<file path="config.mk">
export PLATFORM = sky130hd
export DESIGN_NAME = mem_arbiter
export DESIGN_NICKNAME = d
export VERILOG_FILES = /design/src/rtl/lc3b_types.sv /design/src/rtl/rr_select.sv /design/src/rtl/mem_arbiter.sv
export SDC_FILE = /design/constraint.sdc
export NUM_CORES = 1
export LEC_CHECK = 0
export CORE_AREA = 5 5 315 317
export CTS_CLUSTER_DIAMETER = 40
export CTS_CLUSTER_SIZE = 25
export DETAILED_ROUTE_END_ITERATION = 12
export DIE_AREA = 0 0 320 322
export PLACE_DENSITY = 0.32
export SYNTH_ARGS = -nofsm -noshare
export SYNTH_HDL_FRONTEND = slang
export SYNTH_SLANG_ARGS = --single-unit
</file>
<file path="constraint.sdc">
create_clock -name clk -period 2.07 [get_ports clk]
set_input_delay 0.3105 -clock clk [delete_from_list [all_inputs] [get_ports clk]]
set_output_delay 0.3105 -clock clk [all_outputs]
set_load 0.01 [all_outputs]
</file>
<file path="src/rtl/lc3b_types.sv">
// rtl/lc3b_types.sv - shared types for the cache-side memory arbiter
package lc3b_types;

    typedef logic [15:0] lc3b_word;

    typedef enum logic {
        IDLE = 1'b0,
        BUSY = 1'b1
    } arb_state_t;

endpackage

</file>
<file path="src/rtl/rr_select.sv">
// rtl/rr_select.sv - combinational winner select, round-robin from ptr or fixed lowest-index
module rr_select #(
    parameter int NUM_CH     = 2,
    parameter int IDX_W      = $clog2(NUM_CH),
    parameter bit FIXED_PRIO = 1'b0
) (
    input  logic [NUM_CH-1:0] req_i,
    input  logic [IDX_W-1:0]  ptr_i,
    output logic [NUM_CH-1:0] gnt_o,
    output logic [IDX_W-1:0]  idx_o
);

    logic [IDX_W-1:0] cand;
    logic             found;

    always_comb begin
        gnt_o = '0;
        idx_o = '0;
        cand  = '0;
        found = 1'b0;
        for (int k = 0; k < NUM_CH; k++) begin
            // Fixed priority ignores ptr and scans upward from channel 0.
            cand = FIXED_PRIO ? IDX_W'(k) : IDX_W'((int'(ptr_i) + k) % NUM_CH);
            if (!found && req_i[cand]) begin
                found       = 1'b1;
                gnt_o[cand] = 1'b1;
                idx_o       = cand;
            end
        end
    end

endmodule

</file>
<file path="src/rtl/mem_arbiter.sv">
// rtl/mem_arbiter.sv - N-channel cache request arbiter onto one downstream memory port
module mem_arbiter
    import lc3b_types::*;
#(
    parameter int NUM_CH     = 2,
    parameter int ADDR_W     = 16,
    parameter int LINE_W     = 128,
    parameter bit FIXED_PRIO = 1'b0
) (
    input  logic                           clk,
    input  logic                           reset,
    input  logic [NUM_CH-1:0]              ch_read,
    input  logic [NUM_CH-1:0]              ch_write,
    input  logic [NUM_CH-1:0][ADDR_W-1:0]  ch_address,
    input  logic [NUM_CH-1:0][LINE_W-1:0]  ch_wdata,
    output logic [NUM_CH-1:0][LINE_W-1:0]  ch_rdata,
    output logic [NUM_CH-1:0]              ch_resp,
    output logic                           l2_read,
    output logic                           l2_write,
    output logic [ADDR_W-1:0]              l2_address,
    output logic [LINE_W-1:0]              l2_wdata,
    input  logic [LINE_W-1:0]              l2_rdata,
    input  logic                           l2_resp
);

    localparam int IDX_W = $clog2(NUM_CH);

    arb_state_t        state_q, state_d;
    logic [IDX_W-1:0]  ptr_q, ptr_d;
    logic [IDX_W-1:0]  gidx_q, gidx_d;
    logic [ADDR_W-1:0] addr_q, addr_d;
    logic [LINE_W-1:0] wdata_q, wdata_d;
    logic              wr_q, wr_d;
    logic              rd_q, rd_d;

    logic [NUM_CH-1:0] req;
    logic [NUM_CH-1:0] sel_gnt;
    logic [IDX_W-1:0]  sel_idx;
    logic              busy;
    logic              resp_fire;

    assign req = ch_read | ch_write;

    rr_select #(
        .NUM_CH     (NUM_CH),
        .IDX_W      (IDX_W),
        .FIXED_PRIO (FIXED_PRIO)
    ) u_rr_select (
        .req_i (req),
        .ptr_i (ptr_q),
        .gnt_o (sel_gnt),
        .idx_o (sel_idx)
    );

    always_ff @(posedge clk) begin
        if (reset) begin
            state_q <= IDLE;
            ptr_q   <= '0;
            gidx_q  <= '0;
            addr_q  <= '0;
            wdata_q <= '0;
            wr_q    <= 1'b0;
            rd_q    <= 1'b0;
        end else begin
            state_q <= state_d;
            ptr_q   <= ptr_d;
            gidx_q  <= gidx_d;
            addr_q  <= addr_d;
            wdata_q <= wdata_d;
            wr_q    <= wr_d;
            rd_q    <= rd_d;
        end
    end

    always_comb begin
        state_d = state_q;
        ptr_d   = ptr_q;
        gidx_d  = gidx_q;
        addr_d  = addr_q;
        wdata_d = wdata_q;
        wr_d    = wr_q;
        rd_d    = rd_q;
        case (state_q)
            IDLE: begin
                if (|sel_gnt) begin
                    state_d = BUSY;
                    gidx_d  = sel_idx;
                    addr_d  = ch_address[sel_idx];
                    wdata_d = ch_wdata[sel_idx];
                    // A channel raising both strobes is treated as a write.
                    wr_d    = ch_write[sel_idx];
                    rd_d    = ~ch_write[sel_idx];
                    if (!FIXED_PRIO) begin
                        ptr_d = (sel_idx == IDX_W'(NUM_CH - 1)) ? '0 : sel_idx + IDX_W'(1);
                    end
                end
            end
            BUSY: begin
                if (l2_resp) begin
                    state_d = IDLE;
                end
            end
            default: state_d = IDLE;
        endcase
    end

    always_comb begin
        busy       = (state_q == BUSY);
        l2_read    = busy & rd_q;
        l2_write   = busy & wr_q;
        l2_address = addr_q;
        l2_wdata   = wdata_q;
        resp_fire  = busy & l2_resp & ~reset;
        ch_resp    = '0;
        ch_rdata   = '0;
        for (int i = 0; i < NUM_CH; i++) begin
            if (resp_fire && (gidx_q == IDX_W'(i))) begin
                ch_resp[i]  = 1'b1;
                ch_rdata[i] = l2_rdata;
            end
        end
    end

endmodule

</file>
==> flow_metrics.py, run 1 <==
metrics = {
    "global_routing": {
        "grtUsageTotal_pct": 13.3,
        "grt_pass1_wl_microns": 96800,
        "grt_busiest_layer": "met2",
        "gr-total-overflow": 0,
        "grt_util_met2_pct": 24.8,
        "grt_max_degree": 61,
        "met1_usage_pct": 14.1,
        "grtUsageMet3_pct": 5.00,
        "grt_pass1_vias": 11500,
        "antenna_found_initial": 30,
    },
    "logic_synthesis": {
        "syn_nets": 1256,
        "synthDistinctLibCells": 27,
        "synthArstFlopShare_pct": 0,
        "synth_edf_count": 0,
        "syn_area_per_cell_sq_um": 9.55,
        "synth_ff_type": "dfxtp_1",
        "ys_warn_count": 0,
        "synthCells": 833,
        "ys_ff_latch": 149,
        "syn_area_sq_um": 7950,
        "yosysSeqAreaShare_pct": 37.5,
    },
    "sta": {
        "period_share_pct": 129,
        "maxSlewHeadroom_pct": 46.9,
        "finalHoldViolations": 0,
        "finalClockSkew_ns": 0.0164,
        "min_period_ns": 2.68,
        "final.setup.worst_slack_ns": -0.606,
        "setup_viol": 260,
        "tightest_slew_ns": 0.797,
        "fmax_mhz": 374,
        "rsz0062_at_grt": "yes",
        "slew_violations": 0,
    },
    "clocking": {
        "cts_sinks": 149,
        "cts_buffers": 17,
        "root_buffer": "clkbuf_16",
        "htree_levels": 4,
        "clockBufferDepth": 2,
        "clkLatencyLatePin_ns": 0.49,
        "hold_buffers": 0,
        "clk_pin_slew_ns": 0.07,
        "cts_tree": "yes",
    },
    "power": {
        "p_per_area_nw_per_um2": 514,
        "cellLeakagePower_nw": 7.69,
        "ir_drop_v": 0.000654,
    },
    "routing": {
        "drc": 0,
        "vias": 10800,
        "wirelength_microns": 73500,
        "wl_per_cell_microns": 24.7,
        "viasPerCell": 3.61,
        "ant_nets": 0,
        "dr.first_iter.drc_count": 530,
        "first_pass_iters": 5,
    },
    "final_layout": {
        "fin_util_pct": 19.8,
        "final_nets": 2110,
        "area_delta_synth_final_pct": 139,
        "final_cell_mix": "clkdlybuf4s50_1, and2_1, dfxtp_1",
        "fill_cells": 10600,
        "drive_gt1_share_pct": 21.1,
        "final_cells": 2981,
        "layout_commonest_cell": "clkdlybuf4s50_1",
    },
    "worst_setup_path": {
        "reg2reg_depth": 6,
        "r2r-end": "l2_wdata[127]",
        "r2r_start": "busy",
        "rrSetupSlack_ns": 0.28,
        "cp-end-kind": "primary output",
        "worstPathArrival_ns": 2.37,
        "setup.worst_path.start": "l2_resp",
        "worstSetupStartpointType": "input pin",
        "path_class": "input pin to primary output",
        "worstPathMaxFanout": 7,
        "cp.required_ns": 1.76,
    },
    "floorplan": {
        "die-area_sq_um": 103000,
        "die_y_microns": 322,
        "rows": 114,
        "core_sq_um": 96000,
        "initial_utilization_pct": 8.28,
        "fp.dieW_microns": 320,
        "top_level_ports": 827,
    },
    "hold_path": {
        "hold_depth": 3,
        "min_from": "reset",
        "hold_end": "gidx_q",
        "hold_class": "input pin to register",
    },
    "run_status": {
        "status": "complete, but fails checks",
        "violations": "setup timing",
    },
    "placement": {
        "io_buffers": 826,
        "place_congestion": 0.781,
        "post-dp-hpwl_microns": 59500,
        "dp.cells": 2915,
    },
    "job": {
        "drv_cap": 0,
    },
}
-- critical path, cell delays in order --
cell and delay, ns:
clkdlybuf4s50_1 0.59, nand2_4 0.09, buf_6 0.12, nor3_4 0.14, buf_12 0.16, clkbuf_16 0.15, buf_4 0.11, clkbuf_16 0.13
clkdlybuf4s50_1 0.55
-- through the flow --
stage	TNS (ns)	total power, mW	hold slack, ns	instance area [sq um]	worst slack [ns]
after detailed placement	-186.18	6.55	0.467	18500	-0.839
final	-73.43	9.75	0.345	19000	-0.606
after global placement	-185.92	6.56	0.469	18500	-0.848
after floorplan	0	4.28	0.445	7950	0.239
after global routing	-102.05	10.2	0.349	19000	-0.670
after CTS	-153.55	9.99	0.308	19000	-0.720
-- power by group --
part	switching (mW)	internal, mW
clock network	1.48	1.79
registers	0.172	3.16
logic	1.27	1.88
-- worst max-delay path by stage --
stage | slack (ns) | endpoint
after global placement | -0.85 | ch_rdata[119]
final | -0.61 | ch_resp[0]
after detailed placement | -0.84 | ch_rdata[78]
after global routing | -0.67 | ch_resp[0]
after floorplan | 0.24 | ch_rdata[136]
after CTS | -0.72 | ch_rdata[14]
-- cell type report --
| type | count | area, sq um | share of cell area (%) |
|---|---|---|---|
| Clock buffer | 19 | 433 | 2.28 |
| Timing Repair Buffer | 944 | 9180 | 48.4 |
| Clock inverter | 13 | 149 | 0.784 |
| Tap cell | 1276 | 1600 | 8.41 |
| Multi-Input combinational cell | 573 | 4610 | 24.3 |
| Inverter | 2 | 7.51 | 0.0396 |
| Sequential cell | 149 | 2990 | 15.7 |
| Antenna cell | 5 | 12.5 | 0.0659 |
-- registers in the layout, indices dropped and copies added (netlist names) --
| register | flops |
|---|---|
| ptr_q | 1 |
| wr_q | 1 |
| l2_address | 16 |
| l2_wdata | 128 |
| rd_q | 1 |
| gidx_q | 1 |
| busy | 1 |
-- cell usage after synthesis, types with 2 or more instances --
cell / n / area share [%]
inv_1: 2 / 0.094
a21oi_1: 4 / 0.25
buf_2: 17 / 1.1
nor4b_1: 145 / 16
a221o_1: 144 / 18
dfxtp_1: 149 / 38
and2_1: 258 / 20
buf_1: 10 / 0.47
clkbuf_1: 76 / 3.6
o211a_1: 2 / 0.25
buf_4: 6 / 0.57
nand2_1: 2 / 0.094
nor2_1: 4 / 0.19
-- layer usage --
| layer | wire (microns) | part of all wire [%] | vias to the layer above |
|---|---|---|---|
| li1 | - | - | 4897 |
| met1 | 26500 | 36 | 5232 |
| met2 | 39600 | 54 | 523 |
| met3 | 5810 | 7.9 | 98 |
| met4 | 1500 | 2.0 | 4 |
| met5 | 28 | 0.038 | - |
-- kinds of logic after synthesis --
family | after synthesis | synth area share [%]
AO/OA/AOI/OAI | 159 | 19.7
buffers and inverters | 111 | 5.79
flip-flops | 149 | 37.5
AND/OR/NAND/NOR | 414 | 37.1
-- repair_timing --
| item | in CTS | in global routing |
|---|---|---|
| resized for setup | 137 | 449 |
| endpoints found under the hold margin | 0 | 0 |
| endpoints found under the setup margin | 260 | 260 |
| cloned | 0 | 6 |
| buffers inserted | 3 | 20 |
(Power assumes the default switching activity.)
==> run 2, diff against run 1 <==
--- a/config.mk
+++ b/config.mk
@@ -10,7 +10,7 @@
 export CTS_CLUSTER_SIZE = 25
 export DETAILED_ROUTE_END_ITERATION = 12
 export DIE_AREA = 0 0 320 322
-export PLACE_DENSITY = 0.32
+export PLACE_DENSITY = 0.34
 export SYNTH_ARGS = -nofsm -noshare
 export SYNTH_HDL_FRONTEND = slang
 export SYNTH_SLANG_ARGS = --single-unit
==> flow_metrics.py, run 2 (synthesis results as in run 1) <==
metrics = {
    "sta": {
        "final.setup.worst_slack_ns": -0.138,
        "tightest_slew_ns": 0.814,
        "rsz0062_at_grt": "yes",
        "maxSlewHeadroom_pct": 45.7,
        "setup_tns_ns": -17.52,
        "setup_viol": 216,
        "min_period_ns": 2.21,
        "hold_slack_ns": 0.321,
        "finalClockSkew_ns": 0.0147,
        "period_share_pct": 107,
        "slew_violations": 0,
        "finalHoldViolations": 0,
        "fmax_mhz": 453,
    },
    "routing": {
        "wl_per_cell_microns": 25.1,
        "met2WireLength_microns": 39500,
        "maxUsedRoutingLayer": "met5",
        "ant_nets": 0,
        "vias": 10700,
        "viasPerCell": 3.61,
        "first_pass_iters": 5,
        "drc": 0,
        "dr.first_iter.drc_count": 583,
        "wirelength_microns": 74500,
        "drt-met1-wl_microns": 27800,
        "met3WireLength_microns": 5620,
    },
    "clocking": {
        "cts_buffers": 17,
        "root_buffer": "clkbuf_16",
        "hold_buffers": 0,
        "clkLatencyLatePin_ns": 0.48,
        "htree_levels": 4,
        "clockBufferDepth": 2,
        "clk_pin_slew_ns": 0.07,
        "cts_tree": "yes",
        "cts_sinks": 149,
    },
    "power": {
        "power_frac_comb_pct": 31.7,
        "ir_drop_v": 0.000626,
        "cellLeakagePower_nw": 7.87,
        "p_per_area_nw_per_um2": 499,
        "power.switching_mw": 2.91,
        "power_mw": 9.97,
        "p_clk_share_pct": 34.8,
        "p_seq_share_pct": 33.5,
        "intPower_mw": 7.06,
        "swShare_pct": 29.2,
    },
    "final_layout": {
        "final_cells": 2971,
        "largest_reg_flops": 128,
        "fill_cells": 10600,
        "layout_commonest_cell": "clkdlybuf4s50_1",
        "final_cell_mix": "clkdlybuf4s50_1, buf_6, and2_4",
        "drive_gt1_share_pct": 33.4,
        "multi_input_area_sq_um": 5000,
        "fin_util_pct": 20.8,
        "seq_area_sq_um": 2990,
        "area_delta_synth_final_pct": 151,
        "final_nets": 2094,
        "final_area_sq_um": 20000,
    },
    "floorplan": {
        "rows": 114,
        "initial_utilization_pct": 8.28,
        "core_sq_um": 96000,
        "die-area_sq_um": 103000,
        "die_y_microns": 322,
        "fp.dieW_microns": 320,
        "top_level_ports": 827,
    },
    "worst_setup_path": {
        "cp-end-kind": "primary output",
        "worstSetupStartpointType": "register",
        "crit_path_frequent_cell": "buf_6",
        "worstPathArrival_ns": 1.90,
        "slowest_stage": "dfxtp_4",
        "cp.required_ns": 1.76,
        "cp_cell_sequence": "nand2_8 > nor3b_4 > buf_6 > buf_12 > clkbuf_16 > and2_4 > buf_6",
        "worst-path-buf-inv": 4,
        "critical_path_cell_count": 7,
        "cpLargestDelayFamily": "buffers and inverters",
        "reg2reg_depth": 6,
        "worstPathMaxFanout": 6,
        "path_class": "register to primary output",
        "critPathMaxStageDelay_ns": 0.39,
    },
    "run_status": {
        "violations": "setup timing",
        "status": "complete, but fails checks",
    },
    "global_routing": {
        "antenna_found_initial": 30,
        "grtUsageTotal_pct": 12.9,
        "grt_max_degree": 83,
        "gr-total-overflow": 0,
        "grt_pass1_vias": 11200,
        "grt_pass1_wl_microns": 94800,
    },
    "hold_path": {
        "hold_depth": 3,
        "hold_class": "input pin to register",
    },
    "placement": {
        "placed_area_sq_um": 18200,
        "io_buffers": 826,
        "dp.cells": 2892,
        "place_congestion": 0.804,
        "post-dp-hpwl_microns": 56500,
        "pre_cts_slack_ns": -0.907,
    },
    "job": {
        "drv_cap": 0,
    },
}
## run 2: cell types whose count changed in the layout (fill, tap and decap cells not counted), sizes merged
cell,before,now
inv,5,4
buf,205,285
dlygate4sd2,4,1
dlymetal6s2s,26,11
clkbuf,110,84
clkinvlp,3,1
bufinv,2,4
clkdlybuf4s50,616,564
diode,5,12
## run 2: tightest hold or removal path, delay by kind of cell
family          cells  cell delay, ns
compound gates      1            0.05
buf+inv             2            0.38
## run 2: final timing paths
path	startpoint	endpoint	slack, ns
max reg2reg	busy	l2_wdata[37]	0.33
max	busy	ch_rdata[141]	-0.14
min reg2reg	l2_wdata[35]	l2_wdata[35]	0.48
min	reset	gidx_q	0.32
## run 2: layout make-up
cell class | count | area share, %
inverters | 2 | 0.0376
repair buffers | 928 | 48.8
clock inverters | 12 | 0.889
clock buffers | 19 | 2.17
multi-input cells | 573 | 25.0
well taps | 1276 | 7.99
diodes | 12 | 0.150
flip-flops and latches | 149 | 15.0
## run 2: power by group through the flow
stage          clock network (mW)  registers, mW  logic (mW)
2_1_floorplan                   0           3.50       0.774
3_5_place_dp                    0           3.40        3.04
6_report                     3.47           3.34        3.16
4_1_cts                      3.66           3.34        3.09
5_1_grt                      3.72           3.38        3.33
3_3_place_gp                    0           3.39        3.06
## run 2: layer usage
| layer | vias to the layer above | track usage [%] |
|---|---|---|
| met4 | 10 | 3.44 |
| met1 | 5238 | 14.3 |
| met5 | - | 0 |
| met3 | 85 | 4.58 |
| met2 | 537 | 23.6 |
| li1 | 4868 | - |
## run 2: timing repair
action	4_1_cts	5_1_grt
pin swaps	1	34
setup endpoints to repair	260	260
gates resized for setup	446	865
cloned	6	20
setup buffers	6	6
endpoints found under the hold margin	0	0
